## config.mk

```make
export PLATFORM = sky130hd
export DESIGN_NAME = token_dispenser_flat
export DESIGN_NICKNAME = d
export VERILOG_FILES = /design/src/rtl/token_dispenser_if.sv /design/src/rtl/token_dispenser.sv /design/src/flat_wrapper.sv
export SDC_FILE = /design/constraint.sdc
export NUM_CORES = 1
export LEC_CHECK = 0
export BUFFER_PORTS_ARGS = -buffer_cell sky130_fd_sc_hd__buf_4
export CORE_ASPECT_RATIO = 0.75
export CORE_MARGIN = 5
export CORE_UTILIZATION = 55
export DETAILED_ROUTE_END_ITERATION = 10
export HOLD_SLACK_MARGIN = 0.05
export PLACE_DENSITY = 0.74
export SLEW_MARGIN = 25
export SYNTH_ARGS = -nofsm -noshare
export SYNTH_HDL_FRONTEND = slang
export SYNTH_SLANG_ARGS = --single-unit
```

## constraint.sdc

```tcl
create_clock -name clk50m -period 3.8 [get_ports clk50m]
set_clock_uncertainty 0.15 [all_clocks]
set_input_delay 0.19 -clock clk50m [delete_from_list [all_inputs] [get_ports clk50m]]
set_output_delay 0.19 -clock clk50m [all_outputs]
set_load 0.03 [all_outputs]
```

## src/rtl/token_dispenser_if.sv

```systemverilog
// Command/status bundle between the command FSM and one token chute.
// The servo pulse train rides along so each chute is one connection.
interface token_dispenser_if;
    logic       start;
    logic [7:0] count;
    logic       busy;
    logic       done;
    logic [7:0] dispensed;
    logic       servo_pwm;

    modport master (
        output start, count,
        input  busy, done, dispensed, servo_pwm
    );

    modport slave (
        input  start, count,
        output busy, done, dispensed, servo_pwm
    );
endinterface

```

## src/rtl/token_dispenser.sv

```systemverilog
// Servo token dispenser: one PUSH/REST stroke per token.
// Arm position changes only on PWM frame boundaries.
module token_dispenser #(
    parameter int PWM_PERIOD  = 1000000,
    parameter int PULSE_REST  = 50000,
    parameter int PULSE_PUSH  = 100000,
    parameter int HOLD_FRAMES = 25,
    parameter int MAX_COUNT   = 15
) (
    input  logic clk50m,
    input  logic reset,
    token_dispenser_if.slave bus
);
    localparam int CW = $clog2(PWM_PERIOD);
    localparam int HW = $clog2(HOLD_FRAMES + 1);
    localparam int NW = $clog2(MAX_COUNT + 1);

    localparam logic [CW-1:0] LAST   = CW'(PWM_PERIOD - 1);
    localparam logic [CW-1:0] REST_W = CW'(PULSE_REST);
    localparam logic [CW-1:0] PUSH_W = CW'(PULSE_PUSH);
    localparam logic [HW-1:0] H_LAST = HW'(HOLD_FRAMES - 1);
    localparam logic [NW-1:0] N_MAX  = NW'(MAX_COUNT);

    typedef enum logic [1:0] {
        S_IDLE,
        S_ALIGN,
        S_PUSH,
        S_RETURN
    } state_t;

    state_t        state_q, state_d;
    logic          pos_q, pos_d;
    logic [HW-1:0] hold_q, hold_d;
    logic [NW-1:0] n_q, n_d;
    logic [7:0]    disp_q, disp_d;
    logic          busy_q, busy_d;
    logic          done_q, done_d;

    logic [CW-1:0] cnt_q;
    logic [CW-1:0] width_q;
    logic          pwm_q;
    logic          frame_end;
    logic [CW-1:0] pos_w;
    logic [CW-1:0] cur_w;
    logic [NW-1:0] req;

    assign frame_end = (cnt_q == LAST);
    assign pos_w     = pos_q ? PUSH_W : REST_W;
    // Width is taken from the arm position only at the frame start.
    assign cur_w     = (cnt_q == '0) ? pos_w : width_q;
    assign req       = (bus.count > 8'(MAX_COUNT))
                       ? N_MAX : bus.count[NW-1:0];

    always_ff @(posedge clk50m) begin
        if (reset) begin
            cnt_q   <= '0;
            width_q <= REST_W;
            pwm_q   <= 1'b0;
        end else begin
            cnt_q   <= frame_end ? '0 : cnt_q + 1'b1;
            width_q <= cur_w;
            pwm_q   <= (cnt_q < cur_w);
        end
    end

    always_ff @(posedge clk50m) begin
        if (reset) begin
            state_q <= S_IDLE;
            pos_q   <= 1'b0;
            hold_q  <= '0;
            n_q     <= '0;
            disp_q  <= '0;
            busy_q  <= 1'b0;
            done_q  <= 1'b0;
        end else begin
            state_q <= state_d;
            pos_q   <= pos_d;
            hold_q  <= hold_d;
            n_q     <= n_d;
            disp_q  <= disp_d;
            busy_q  <= busy_d;
            done_q  <= done_d;
        end
    end

    always_comb begin
        state_d = state_q;
        pos_d   = pos_q;
        hold_d  = hold_q;
        n_d     = n_q;
        disp_d  = disp_q;
        busy_d  = busy_q;
        done_d  = 1'b0;
        unique case (state_q)
            S_IDLE: begin
                pos_d = 1'b0;
                if (bus.start) begin
                    n_d    = req;
                    disp_d = '0;
                    if (req == '0) begin
                        done_d = 1'b1;
                    end else begin
                        busy_d  = 1'b1;
                        state_d = S_ALIGN;
                    end
                end
            end
            S_ALIGN: begin
                if (frame_end) begin
                    pos_d   = 1'b1;
                    hold_d  = '0;
                    state_d = S_PUSH;
                end
            end
            S_PUSH: begin
                if (frame_end) begin
                    if (hold_q == H_LAST) begin
                        pos_d   = 1'b0;
                        hold_d  = '0;
                        disp_d  = disp_q + 8'd1;
                        state_d = S_RETURN;
                    end else begin
                        hold_d = hold_q + 1'b1;
                    end
                end
            end
            S_RETURN: begin
                if (frame_end) begin
                    if (hold_q == H_LAST) begin
                        hold_d = '0;
                        if (disp_q == 8'(n_q)) begin
                            busy_d  = 1'b0;
                            done_d  = 1'b1;
                            state_d = S_IDLE;
                        end else begin
                            pos_d   = 1'b1;
                            state_d = S_PUSH;
                        end
                    end else begin
                        hold_d = hold_q + 1'b1;
                    end
                end
            end
            default: state_d = S_IDLE;
        endcase
    end

    assign bus.busy      = busy_q;
    assign bus.done      = done_q;
    assign bus.dispensed = disp_q;
    assign bus.servo_pwm = pwm_q;
endmodule
```

## src/flat_wrapper.sv

```systemverilog
// flat-port wrapper written by rule: the top's interface ports become plain ports
module token_dispenser_flat 
#(
    parameter int PWM_PERIOD  = 1000000,
    parameter int PULSE_REST  = 50000,
    parameter int PULSE_PUSH  = 100000,
    parameter int HOLD_FRAMES = 25,
    parameter int MAX_COUNT   = 15
)
  (clk50m, reset, bus_start, bus_count, bus_busy, bus_done, bus_dispensed, bus_servo_pwm);
  token_dispenser_if bus_i ();
  input  logic clk50m;
  input  logic reset;
  input wire logic [$bits(bus_i.start)-1:0] bus_start;
  input wire logic [$bits(bus_i.count)-1:0] bus_count;
  output wire logic [$bits(bus_i.busy)-1:0] bus_busy;
  output wire logic [$bits(bus_i.done)-1:0] bus_done;
  output wire logic [$bits(bus_i.dispensed)-1:0] bus_dispensed;
  output wire logic [$bits(bus_i.servo_pwm)-1:0] bus_servo_pwm;
  assign bus_i.start = bus_start;
  assign bus_i.count = bus_count;
  assign bus_busy = bus_i.busy;
  assign bus_done = bus_i.done;
  assign bus_dispensed = bus_i.dispensed;
  assign bus_servo_pwm = bus_i.servo_pwm;
  token_dispenser #(.PWM_PERIOD(PWM_PERIOD), .PULSE_REST(PULSE_REST), .PULSE_PUSH(PULSE_PUSH), .HOLD_FRAMES(HOLD_FRAMES), .MAX_COUNT(MAX_COUNT)) u_core (.clk50m(clk50m), .reset(reset), .bus(bus_i));
endmodule
```

==> PnR_summary.wiki <==
{| class="wikitable"
! Metric !! Value
|-
| Sequential-to-total area share from yosys stat || 0.385
|-
| Placed Instance Area || 3490 µm²
|-
| Clock tree from TritonCTS || done
|-
| Power density over the cells || 439 nW/µm²
|-
| Total count of hold-check failures in the final report || 0
|-
| RSZ-0062 raised after global routing || no
|-
| Total via count in the routed design || 2756
|-
| Number of distinct library cells after synthesis || 53
|-
| Type of destination of the critical path || register
|-
| Final period utilization || 0.917
|-
| Pin slew with the least headroom to its limit || 0.747 ns
|-
| Drt via density || 5.69
|-
| Share of Yosys cell area claimed by the top area cell type || 0.385
|-
| Relative max-transition margin || 0.502
|-
| DIE HEIGHT || 76.9 µm
|-
| Root buffer cell || sky130_fd_sc_hd__clkbuf_8
|-
| Kind of start point of the critical path || register
|-
| Number of ports placed on the die boundary || 22
|-
| Clock Tree Buf Depth || 2
|-
| M1 GR Usage || 0.287
|-
| Required time of the critical path || 3.87 ns
|-
| Worst setup path category || reg2reg
|-
| Total core area || 5800 µm²
|-
| Crit Reg-Reg Endpoint || u_core.bus.servo_pwm
|-
| Top cells by area, synth || sky130_fd_sc_hd__dfxtp_1 38%, sky130_fd_sc_hd__ha_1 11%, sky130_fd_sc_hd__nor2_1 6.2%
|-
| NetSw || 512 µW
|-
| Number of antenna violations at the first check in global routing || 0
|-
| Global route total overflow || 0
|-
| Crit path max fanout || 12
|-
| Max cap viols || 0
|-
| Met2 layer usage reported by global route || 0.288
|-
| Via count of the first global-routing pass || 2647
|-
| Number of instances in the synthesized netlist || 376
|-
| Count of flip-flops with a built-in enable after synthesis || 0
|-
| Fillers || 485
|-
| Routed Wire Length || 7200 µm
|-
| Quantity of I/O buffers inserted on ports || 21
|-
| Overall routing resource usage || 0.205
|-
| Last weighted congestion value of the routability-driven placer || 0.918
|-
| Worst setup slack for register-to-register paths || 0.31 ns
|-
| Cell type with the largest total area after synthesis || sky130_fd_sc_hd__dfxtp_1
|-
| End point of the worst hold path || u_core.hold_q[1]
|-
| Worst min path class || in2reg
|-
| Global-route layer with the greatest usage || met2
|-
| Number of synthesized register bits || 63
|-
| Aggregate negative setup slack || 0 ns
|-
| Total CTS buffers || 9
|-
| Number of stages on the worst hold path || 2
|-
| Post-layout net count || 440
|-
| Netlist Area Pre-Place || 3280 µm²
|-
| Design internal power || 1.12 mW
|-
| Relative contribution of combinational cells to total power || 0.231
|-
| Final Cell Area || 3720 µm²
|-
| Min Tclk post-route || 3.49 ns
|-
| Commonest register cell after synthesis || sky130_fd_sc_hd__dfxtp_1
|-
| Leakage power summed over all cells || 1.56 nW
|-
| Area of the die || 7620 µm²
|-
| Clk Latency, worst-skew pair || 0.35 ns
|-
| Worst IR Drop VDD || 0.336 mV
|-
| Total inserted antenna cells || 0
|-
| Clock sinks || 63
|-
| Highest Clock Rate || 287 MHz
|-
| Number of H-tree levels || 3
|-
| Run status || finished clean
|-
| Pins Over Slew Limit || 0
|-
| M3 GR Usage || 0.0734
|-
| Row cnt || 24
|-
| Synthesis Warnings || 0
|-
| Area growth syn-to-layout || 13.5%
|-
| Proportion of synthesized flip-flops having asynchronous set or reset || 0
|-
| Mean cell area of the mapped netlist || 8.72 µm²
|-
| Iter 0 DRT Violations || 132
|-
| DRT Pass-1 Iters || 5
|-
| HPWL Detailed || 5290 µm
|-
| Arrival time reported for the critical path endpoint || 3.56 ns
|-
| Proportion of layout cells with a drive suffix above 1 || 0.135
|-
| Global-route wire length before repair || 12600 µm
|-
| Part of the total power dissipated in sequential elements || 0.450
|-
| Worst R2R Path Depth || 10
|-
| Worst hold start || reset
|-
| Most common cell in the synthesized netlist || sky130_fd_sc_hd__dfxtp_1
|-
| Total nets after synthesis || 415
|-
| Most frequent cells after synthesis || 63 x sky130_fd_sc_hd__dfxtp_1, 54 x sky130_fd_sc_hd__nor2_1, 30 x sky130_fd_sc_hd__a21oi_1, 28 x sky130_fd_sc_hd__ha_1, 28 x sky130_fd_sc_hd__nand2_1
|-
| Maximum number of pins on one net before global-route repair || 42
|-
| Clock transition at the registers of the reported paths || 0.07 ns
|-
| DRC violations left || 0
|-
| Starting Density || 0.566
|-
| Part of the total power dissipated in the clock network || 0.319
|-
| Remaining number of nets flagged by the antenna check after routing || 0
|-
| Number of buffers inserted to repair setup after CTS || 0
|-
| Number of setup violations in the final report || 0
|-
| Die Width || 99.2 µm
|-
| Worst R2R Start || u_core.cnt_q[7]
|-
| Avg WL per Cell || 14.9 µm
|-
| Switching portion of total power || 0.313
|}
==> registers in the layout, indices dropped and copies added, names as in the netlist <==
| name | flops |
|---|---|
| u_core.bus.busy | 1 |
| u_core.pos_q | 1 |
| u_core.bus.done | 1 |
| u_core.width_q | 20 |
| u_core.hold_q | 5 |
| u_core.cnt_q | 20 |
| u_core.state_q | 2 |
| u_core.bus.dispensed | 8 |
| u_core.bus.servo_pwm | 1 |
| u_core.n_q | 4 |
==> logic make-up (layout without fill, tap and decap cells) <==
| family | after synthesis | in the layout | share of synthesized area |
|---|---|---|---|
| buffers and inverters | 26 | 56 | 0.0320 |
| xor gates and xnor gates | 24 | 24 | 0.0641 |
| DFF | 63 | 63 | 0.385 |
| adders and majority gates | 28 | 28 | 0.107 |
| AOI/OAI and AO/OA | 62 | 62 | 0.115 |
| and+or+nand+nor | 173 | 173 | 0.297 |
==> metal layers <==
metal	up-vias	share of wire
li1	1376	-
met1	1295	0.49
met2	72	0.42
met3	13	0.073
met4	0	0.017
met5	-	0
==> worst max path at each step <==
stage | from | endpoint | slack (ns) | depth (start not counted)
after floorplan | u_core.cnt_q[7] | u_core.bus.servo_pwm | 0.69 | 13
after global placement | u_core.cnt_q[0] | u_core.bus.servo_pwm | 0.48 | 12
after detailed placement | u_core.cnt_q[7] | u_core.bus.servo_pwm | 0.17 | 12
after CTS | u_core.cnt_q[7] | u_core.bus.servo_pwm | 0.15 | 12
after global routing | u_core.cnt_q[0] | u_core.bus.servo_pwm | 0.02 | 12
final | u_core.cnt_q[7] | u_core.bus.servo_pwm | 0.31 | 10
==> power groups by stage <==
stage / Clock, mW / Sequential (mW) / Combinational, mW
4_1_cts: 0.535 / 0.734 / 0.372
2_1_floorplan: 0 / 0.753 / 0.275
3_3_place_gp: 0 / 0.748 / 0.359
3_5_place_dp: 0 / 0.748 / 0.366
5_1_grt: 0.572 / 0.739 / 0.436
6_report: 0.522 / 0.735 / 0.377
==> cells in the final DEF (no fill, tap or decap), drive strengths merged, types with 2 or more instances in the layout <==
| master | count |
|---|---|
| buf | 23 |
| a2111oi | 2 |
| xor2 | 10 |
| a21oi | 30 |
| or4 | 5 |
| xnor2 | 14 |
| or3 | 11 |
| nand2b | 6 |
| nand3 | 17 |
| dfxtp | 63 |
| nand4b | 2 |
| and2 | 4 |
| o211ai | 4 |
| and3 | 8 |
| nand4 | 5 |
| nor4 | 4 |
| nor3 | 14 |
| inv | 13 |
| ha | 28 |
| nand2 | 29 |
| clkinv | 2 |
| dlygate4sd3 | 4 |
| clkbuf | 13 |
| or2 | 3 |
| nor2 | 56 |
| a211oi | 5 |
| a21o | 5 |
| nor4b | 4 |
| o21ai | 9 |
==> what timing repair did <==
item | CTS | global route
gates resized for setup | 0 | 4
setup endpoints to repair | 0 | 1
endpoints found under the hold margin | 4 | 0
hold buffers | 4 | 0
==> through the flow <==
step	setup WS, ns	hold slack (ns)	util	power, mW	instances
global route	0.0151	0.111	0.642	1.75	484
finish	0.315	0.108	0.642	1.63	484
floorplan	0.693	0.142	-	1.03	376
global placement	0.480	0.289	0.603	1.11	464
CTS	0.146	0.0972	0.640	1.64	484
detailed placement	0.172	0.285	0.603	1.11	464
==> area by class of cell <==
class	count	area [µm²]	share of cell area
well taps	78	97.6	0.0262
inverters	13	48.8	0.0131
clock inverters	3	17.5	0.00470
multi-input cells	287	1930	0.517
clock buffers	13	159	0.0427
flip-flops and latches	63	1260	0.339
repair buffers	27	213	0.0571
==> worst max-delay path: stages (launching register included) <==
cell and delay (ns):
sky130_fd_sc_hd__dfxtp_1 0.38, sky130_fd_sc_hd__nor4_4 0.39, sky130_fd_sc_hd__nand2_2 0.14, sky130_fd_sc_hd__or3_4 0.47, sky130_fd_sc_hd__a21oi_1 0.27, sky130_fd_sc_hd__ha_1 0.31
sky130_fd_sc_hd__a21oi_1 0.15, sky130_fd_sc_hd__a21oi_1 0.09, sky130_fd_sc_hd__a211oi_1 0.39, sky130_fd_sc_hd__a2111oi_0 0.18, sky130_fd_sc_hd__a2111oi_1 0.45
Note: power is estimated with default switching activity, not from simulation.
